`src/rtl/program_memory_arbiter.sv`:
```
// ---------------------------------------------------------------------------
// program_memory_arbiter
//
// Purpose: shares the single read port of the program memory between
// NUM_REQ requesters, such as the CPU fetch unit, the debug reader and the
// asset loader. Only one transaction is in flight at a time. Each transaction
// moves through IDLE (arbitrate and latch the address), ISSUE (pulse the
// memory read request) and WAIT (collect the data or time out). A timeout
// returns an error response so that a stuck memory cannot block the consumers.
//
// Optional feature macro: PROGRAM_MEMORY_ARB_FIXED_PRIORITY_EN
//   defined   : fixed priority, the lowest-index valid requester always wins
//   undefined : round-robin, starting the search just after the last grant
//
// Ports:
//   clk_in               system clock
//   rst_in               asynchronous active-low reset
//   mem_ready_in         program memory initialised; no grants while low
//   req_valid_in         per-requester read request
//   req_addr_in          packed addresses, requester i at [i*ADDR_W +: ADDR_W]
//   req_ready_out        one-hot accept pulse
//   rsp_valid_out        one-hot response pulse
//   rsp_data_out         shared response data, holds between responses
//   rsp_error_out        response was a timeout
//   busy_out             transaction in flight
//   mem_addr_out         address to program memory
//   mem_read_request_out single-cycle read request to program memory
//   mem_instr_in         instruction word from program memory
//   mem_data_valid_in    data valid from program memory
// ---------------------------------------------------------------------------
module program_memory_arbiter #(
    parameter int NUM_REQ        = 2,
    parameter int ADDR_W         = 32,
    parameter int DATA_W         = 32,
    parameter int TIMEOUT_CYCLES = 255
) (
    input  logic                      clk_in,
    input  logic                      rst_in,
    input  logic                      mem_ready_in,
    input  logic [NUM_REQ-1:0]        req_valid_in,
    input  logic [NUM_REQ*ADDR_W-1:0] req_addr_in,
    output logic [NUM_REQ-1:0]        req_ready_out,
    output logic [NUM_REQ-1:0]        rsp_valid_out,
    output logic [DATA_W-1:0]         rsp_data_out,
    output logic                      rsp_error_out,
    output logic                      busy_out,
    output logic [ADDR_W-1:0]         mem_addr_out,
    output logic                      mem_read_request_out,
    input  logic [DATA_W-1:0]         mem_instr_in,
    input  logic                      mem_data_valid_in
);

    localparam int IDX_W = (NUM_REQ > 1) ? $clog2(NUM_REQ) : 1;
    localparam int CNT_W = $clog2(TIMEOUT_CYCLES + 1);
    localparam logic [CNT_W-1:0]   TIMEOUT_LIM = CNT_W'(TIMEOUT_CYCLES);
    localparam logic [NUM_REQ-1:0] ONE_HOT_0   = {{(NUM_REQ-1){1'b0}}, 1'b1};

    typedef enum logic [1:0] {
        ST_IDLE  = 2'd0,
        ST_ISSUE = 2'd1,
        ST_WAIT  = 2'd2
    } state_t;

    state_t           r_state;
    logic [IDX_W-1:0] r_grant;
    logic [CNT_W-1:0] r_cnt;

    logic [IDX_W-1:0]  w_winner;
    logic [ADDR_W-1:0] w_win_addr;
    logic [CNT_W-1:0]  w_cnt_inc;
    logic              w_grant_ok;

`ifdef PROGRAM_MEMORY_ARB_FIXED_PRIORITY_EN
    // Lowest-index valid requester; scanning downward lets the lowest set bit win.
    function automatic logic [IDX_W-1:0] f_pick(input logic [NUM_REQ-1:0] valid);
        logic [IDX_W-1:0] pick;
        pick = '0;
        for (int k = NUM_REQ - 1; k >= 0; k--) begin
            if (valid[k]) begin
                pick = IDX_W'(k);
            end
        end
        return pick;
    endfunction

    assign w_winner = f_pick(req_valid_in);
`else
    logic [IDX_W-1:0] r_last_grant;

    // First set bit strictly after 'last', wrapping modulo NUM_REQ.
    function automatic logic [IDX_W-1:0] f_pick(input logic [NUM_REQ-1:0] valid,
                                                input logic [IDX_W-1:0]   last);
        logic [IDX_W-1:0] pick;
        logic             found;
        int               idx;
        pick  = '0;
        found = 1'b0;
        for (int k = 1; k <= NUM_REQ; k++) begin
            idx = (int'(last) + k) % NUM_REQ;
            if (!found && valid[idx]) begin
                pick  = IDX_W'(idx);
                found = 1'b1;
            end
        end
        return pick;
    endfunction

    assign w_winner = f_pick(req_valid_in, r_last_grant);
`endif

    assign w_win_addr = req_addr_in[w_winner*ADDR_W +: ADDR_W];
    assign w_cnt_inc  = r_cnt + {{(CNT_W-1){1'b0}}, 1'b1};
    assign w_grant_ok = mem_ready_in && (|req_valid_in);

    // Transaction FSM; every output is a register written here.
    always_ff @(posedge clk_in or negedge rst_in) begin
        if (!rst_in) begin
            r_state              <= ST_IDLE;
            r_grant              <= '0;
            r_cnt                <= '0;
`ifndef PROGRAM_MEMORY_ARB_FIXED_PRIORITY_EN
            r_last_grant         <= IDX_W'(NUM_REQ - 1);
`endif
            req_ready_out        <= '0;
            rsp_valid_out        <= '0;
            rsp_data_out         <= '0;
            rsp_error_out        <= 1'b0;
            busy_out             <= 1'b0;
            mem_addr_out         <= '0;
            mem_read_request_out <= 1'b0;
        end else begin
            // Pulses default low; data and address hold.
            req_ready_out        <= '0;
            rsp_valid_out        <= '0;
            rsp_error_out        <= 1'b0;
            mem_read_request_out <= 1'b0;
            case (r_state)
                ST_IDLE: begin
                    // A stray data_valid here is ignored by construction.
                    if (w_grant_ok) begin
                        req_ready_out <= ONE_HOT_0 << w_winner;
                        mem_addr_out  <= w_win_addr;
                        r_grant       <= w_winner;
                        r_state       <= ST_ISSUE;
                        busy_out      <= 1'b1;
                    end else begin
                        busy_out      <= 1'b0;
                    end
                end
                ST_ISSUE: begin
                    mem_read_request_out <= 1'b1;
                    r_cnt                <= '0;
                    r_state              <= ST_WAIT;
                    busy_out             <= 1'b1;
                end
                ST_WAIT: begin
                    // Data takes precedence over a timeout in the same cycle.
                    if (mem_data_valid_in) begin
                        rsp_valid_out <= ONE_HOT_0 << r_grant;
                        rsp_data_out  <= mem_instr_in;
                        rsp_error_out <= 1'b0;
`ifndef PROGRAM_MEMORY_ARB_FIXED_PRIORITY_EN
                        r_last_grant  <= r_grant;
`endif
                        r_state       <= ST_IDLE;
                        busy_out      <= 1'b0;
                    end else if (w_cnt_inc == TIMEOUT_LIM) begin
                        rsp_valid_out <= ONE_HOT_0 << r_grant;
                        rsp_data_out  <= '0;
                        rsp_error_out <= 1'b1;
`ifndef PROGRAM_MEMORY_ARB_FIXED_PRIORITY_EN
                        r_last_grant  <= r_grant;
`endif
                        r_state       <= ST_IDLE;
                        busy_out      <= 1'b0;
                    end else begin
                        r_cnt         <= w_cnt_inc;
                        busy_out      <= 1'b1;
                    end
                end
                default: begin
                    r_state  <= ST_IDLE;
                    busy_out <= 1'b0;
                end
            endcase
        end
    end

endmodule
```
`config.mk`:
```
export PLATFORM = sky130hd
export DESIGN_NAME = program_memory_arbiter
export DESIGN_NICKNAME = d
export VERILOG_FILES = /design/src/rtl/program_memory_arbiter.sv
export SDC_FILE = /design/constraint.sdc
export NUM_CORES = 1
export LEC_CHECK = 0
export ABC_AREA = 1
export BUFFER_PORTS_ARGS = -buffer_cell sky130_fd_sc_hd__buf_2
export CORE_UTILIZATION = 50
export DETAILED_ROUTE_END_ITERATION = 8
export PLACE_DENSITY_LB_ADDON = 0.05
export SETUP_SLACK_MARGIN = 0.3
export SYNTH_ARGS = -nofsm -noshare
export SYNTH_HDL_FRONTEND = slang
export SYNTH_SLANG_ARGS = --single-unit
```
`constraint.sdc`:
```
create_clock -name clk_in -period 3.98 [get_ports clk_in]
set_input_delay 0.597 -clock clk_in [delete_from_list [all_inputs] [get_ports clk_in]]
set_output_delay 0.597 -clock clk_in [all_outputs]
set_load 0.02 [all_outputs]
```
==> Word-level counts from Yosys, hierarchy flattened <==
Index checks and enable logic that the tools add are counted.
{ "totals": {"regBits": 83, "in_bits": 102, "output_inout_bits": 71, "wordCells": 72} }
{ "op_classes": {"addsub": 3, "order_cmp": 2, "eq_ne": 7, "n_shift": 3, "n_mux": 33, "bitwise_logic": 2, "n_reduce_logical": 11} }
{ "op_table": {"columns": ["cell", "n"], "rows": [
  ["32-bit 2-to-1 mux", 2],
  ["64-bit by 7-bit variable part select with 32-bit output", 1],
  ["1-bit 2-to-1 mux", 18],
  ["2-bit 2-to-1 mux", 8],
  ["8-bit 2-to-1 mux", 2],
  ["8-bit case mux with 2 select lines", 1],
  ["8-bit by 1-bit adder with 8-bit output (second input constant)", 1],
  ["8-bit == test (second input constant)", 1],
  ["2-bit by 3-bit < comparator with 1-bit output (second input constant)", 2],
  ["2-bit != test (second input constant)", 3],
  ["2-bit case mux with 3 select lines", 1],
  ["2-bit AND reduction", 3],
  ["2-bit nonzero test", 2],
  ["1-bit by 1-bit left shift with 2-bit output (first input constant)", 2],
  ["3-bit != test (second input constant)", 1],
  ["1-bit case mux with 3 select lines", 1],
  ["3-bit AND reduction", 1],
  ["1-bit adder (second input constant)", 2],
  ["1-bit bitwise AND (first input constant)", 2],
  ["2-bit by 1-bit == test with 1-bit output (second input constant)", 1],
  ["2-bit == test (second input constant)", 1],
  ["1-bit logical AND", 2],
  ["2-bit zero test", 1],
  ["2-bit OR reduction", 1],
  ["1-bit zero test", 1]
]} }

==> Logic depth before layout (Yosys ltp) <==
{ "logic_depth": {"depth_word": 12, "depth_mapped": 12, "depth_no_buf": 11} }

==> Worst setup path after synthesis <==
OpenSTA, ideal clock, no wires.
{ "synth_timing": {"path_kind": "reg2reg", "from": "reg r_cnt[0]", "to": "reg rsp_data_out[10]", "setup_ps": 118, "arrival_ps": 1458, "required_time_ps": 3862, "slack_ps": 2404, "path_stages_with_launch": 11, "path_buffers": 1, "synth_period_minus_slack_ps": 1576, "cell_sequence": "dfrtp_1 -> ha_1 -> nand3_1 -> nor2_1 -> nand2_1 -> nand2_1 -> nor2_4 -> nand3_4 -> buf_6 -> nand3_1 -> nand2_1"} }
{ "synth_between": {"elab_chain_len": 4} }
{ "synth_rtl": {"columns": ["item", "line", "rtl"], "rows": [
  ["start: declaration", "66", "logic [CNT_W-1:0] r_cnt;"],
  ["start signal: assignment", "177", "r_cnt <= w_cnt_inc;"],
  ["8-bit by 1-bit adder with 8-bit output", "112", "assign w_cnt_inc = r_cnt + {{(CNT_W-1){1'b0}}, 1'b1};"],
  ["8-bit == test", "167", "end else if (w_cnt_inc == TIMEOUT_LIM) begin"],
  ["2-bit nonzero test (no source line)", null, null],
  ["2-bit AND reduction (no source line)", null, null],
  ["end signal: assignment", "160", "rsp_data_out <= mem_instr_in;"],
  ["end: declaration", "44", "output logic [DATA_W-1:0] rsp_data_out,"]
]} }
No other way between the ends.
A chain may end at the register's enable or synchronous reset.

==> Final worst setup path <==
{ "layout_timing": {"from": "reg r_state[1]", "to": "reg mem_addr_out[30]"} }
{ "layout_between": {"elab_chain_len": 2} }
{ "layout_rtl": {"columns": ["item", "line", "rtl"], "rows": [
  ["start: declaration", "64", "state_t r_state;"],
  ["start signal: assignment", "118", "r_state <= ST_IDLE;"],
  ["start signal: assignment", "144", "r_state <= ST_ISSUE;"],
  ["start signal: assignment", "153", "r_state <= ST_WAIT;"],
  ["2-bit zero test", "137", "case (r_state)"],
  ["2-bit AND reduction (no source line)", null, null],
  ["end signal: assignment", "142", "mem_addr_out <= w_win_addr;"],
  ["end: declaration", "47", "output logic [ADDR_W-1:0] mem_addr_out,"]
]} }
No other way between the ends.

==> metrics.csv <==
stage;metric;value;unit
route;drc;0;
clock_tree;clk_pin_slew;80;ps
timing;slew_headroom;32.03;%
route;routed_via_density;4.914;
yosys;avgSynthCellArea;8.578;sq um
floorplan;num_rows;30;
yosys;post-synth-top-count-cell;nand2_1;
worst_setup_path;cp_common_cell;nand2_1;
worst_setup_path;slowest_stage;clkinv_1;
yosys;ys_async_sr_fraction;100.0;%
finish;antennaDiodeCount;0;
grt;grt_pass1_wl;14270;um
clock_tree;postCtsResizedCells;0;
yosys;yosysTopAreaCell;dfrtp_1;
power;ir_drop;0.0003450;V
yosys;ys_warn_count;0;
floorplan;dieArea;7601;sq um
yosys;synth_top_area_share;56.55;%
clock_tree;clockBufferDepth;2;
timing;max_freq;0.4755;GHz
floorplan;initial_core_util;52.54;%
timing;min_period;2103;ps
finish;nNetsFinal;692;
power;leakage;2.652;nW
run;drv_cap;0;
yosys;syn_area;3628;sq um
worst_setup_path;cp_max_fo;34;
grt;grt-ovfl-total;0;
yosys;synth_nets;527;
timing;setup_viol;0;
worst_setup_path;slowest_delay;790;ps
floorplan;die-width;87.19;um
run_status;outcome;completed;
worst_setup_path;critPathArrivalTime;2340;ps
clock_tree;cts.sinks;83;
clock_tree;hold_buffers;0;
yosys;postSynthCellCount;423;
finish;design_area;4761;sq um
yosys;ys_ff_latch;83;
worst_setup_path;cp-start-kind;flip-flop;
placed_design;place.gp.congestion;0.8019;
worst_setup_path;cp_cell_sequence;inv_1 -> nand2_1 -> nor2_1 -> clkinv_1 -> nand2_1 -> nand3_1;
placed_design;pre_cts_ws;1657;ps
route;firstDrtPassIters;4;
clock_tree;cts_buffers;9;
yosys;synth_flop_cell;dfrtp_1;
route;drt-total-wl;8910;um
placed_design;dp_hpwl;6284;um
yosys;synth-edff-count;0;
floorplan;core;6907;sq um
placed_design;placed_area;4511;sq um
worst_setup_path;path_class;flip-flop to flip-flop;
clock_tree;cts_root_buffer;clkbuf_8;
yosys;synth_area_leaders;dfrtp_1 57%, nand2_1 20%, nand3_1 11%;
grt;track_usage;24.13;%
timing;hold_viol;0;
clock_tree;clk_latency;350;ps
timing;finalCritPeriodShare;52.84;%
yosys;synth.distinct_cells;26;
timing;fin_skew;10.18;ps
worst_setup_path;crit_required;4210;ps
finish;nFillCells;614;
clock_tree;ctsHtreeMaxLevel;3;
timing;finalMaxSlewViolations;0;
worst_setup_path;path_delay_family;buffers and inverters;
floorplan;io_pins;173;
route;routed-via-count;3386;
clock_tree;post_cts_buffers;0;
worst_hold_path;min_path_type;primary input to async pin;
worst_setup_path;end_kind;flip-flop;
timing;tns;0;ps
finish;areaGrowthSynthToFinish;31.21;%
finish;multi_input_area;1385;sq um
route;ant_nets;0;
grt;antenna_found_initial;0;
timing;worst_slack;1877;ps
finish;drive_gt1_share;35.41;%
timing;tightest_slew;1020;ps
finish;seqCellArea;2078;sq um
yosys;synth_commonest_cells;190 x nand2_1, 82 x dfrtp_1, 81 x nand3_1, 12 x inv_1;
yosys;yosysSeqAreaShare;57.28;%
clock_tree;cts_tree;done;
route;dr.first_iter.drc_count;141;
power;p_per_area;718.7;nW/um^2
timing;rsz0062_at_grt;false;
route;routedWlPerCell;12.93;um
floorplan;die_height;87.19;um
grt;grt_pass1_vias;3145;
placed_design;io_buffers;172;
grt;grt_max_degree;84;
worst_setup_path;critPathBufInv;2;
==> logic make-up after synthesis <==
logic type,share of synthesized area (%)
flops,57.28
compound gates,0.6551
buf+inv,4.551
xor+xnor,0.2414
simple gates,36.59
fa+ha+maj,0.6895
==> worst reg2reg max path, delay by kind of cell (launching register included) <==
kind / cells / cell delay [ps]
DFF: 1 / 390
buffers and inverters: 2 / 900
and+or+nand+nor: 4 / 700
==> through the flow <==
stage	utilization (%)	hold WS, ps	power (mW)	cells
floorplan	-	301.4	2.187	423
global placement	65.31	445.3	2.670	673
detailed placement	65.31	462.4	2.711	673
CTS	68.93	423.8	3.456	689
global route	68.93	430.1	3.638	689
finish	68.93	391.0	3.422	689
==> worst paths after layout <==
kind	endpoint	cells after the start	slack, ps	start
max in group asynchronous	rsp_data_out[25]	1	2900	rst_in
min reg2reg	mem_read_request_out	1	460	r_state[1]
min in group clk_in	rsp_data_out[8]	3	440	mem_instr_in[8]
max reg2reg	mem_addr_out[30]	6	1880	r_state[1]
min	req_ready_out[0]	1	390	rst_in
max	mem_addr_out[30]	6	1880	r_state[1]
==> sequential cells by signal, indices dropped and copies added, names as in the netlist <==
signal,cells
mem_read_request_out,1
r_last_grant,1
rsp_data_out,32
mem_addr_out,32
req_ready_out,2
r_grant,1
rsp_valid_out,2
rsp_error_out,1
busy_out,1
r_state,2
r_cnt,8
==> layout make-up <==
type	instances	area share, %
flip-flops and latches	83	43.65
well taps	96	2.523
clock buffers	10	2.891
inverters	15	1.183
clock inverters	6	2.365
multi-input cells	306	29.09
repair buffers	173	18.29
==> placed cells by master, fill, tap and decap left out <==
cell	Yosys	final
nand2_1	190	190
buf_2	6	171
dfrtp_1	82	82
nand3_1	81	81
inv_1	12	12
clkbuf_8	0	10
nand2_2	6	6
nor2_1	5	5
nor2_2	5	5
nand4_1	5	5
nor2_4	3	3
bufinv_16	0	3
clkinvlp_4	0	3
clkinv_1	2	2
ha_1	2	2
buf_4	0	2
inv_2	1	1
o21ai_0	1	1
o21bai_1	1	1
o21bai_2	1	1
nand2_4	1	1
nor3_2	1	1
nand3_2	1	1
nand3_4	1	1
xnor2_1	1	1
nand3b_1	1	1
dfstp_2	1	1
==> where the power goes <==
part | leakage [nW] | internal [mW] | switching, mW
Combinational | 1.49 | 0.444 | 0.858
Clock | 0.115 | 0.434 | 0.304
Sequential | 1.05 | 1.19 | 0.195
==> layer usage <==
| layer | vias up | track usage, % | share of wire, % |
|---|---|---|---|
| met2 | 131 | 40.37 | 49 |
| li1 | 1675 | - | - |
| met1 | 1567 | 30.63 | 42 |
| met4 | 0 | 9.091 | 1.9 |
| met5 | - | 0 | 0 |
| met3 | 13 | 5.592 | 6.2 |
No activity file was read; power rests on OpenSTA's default activity.
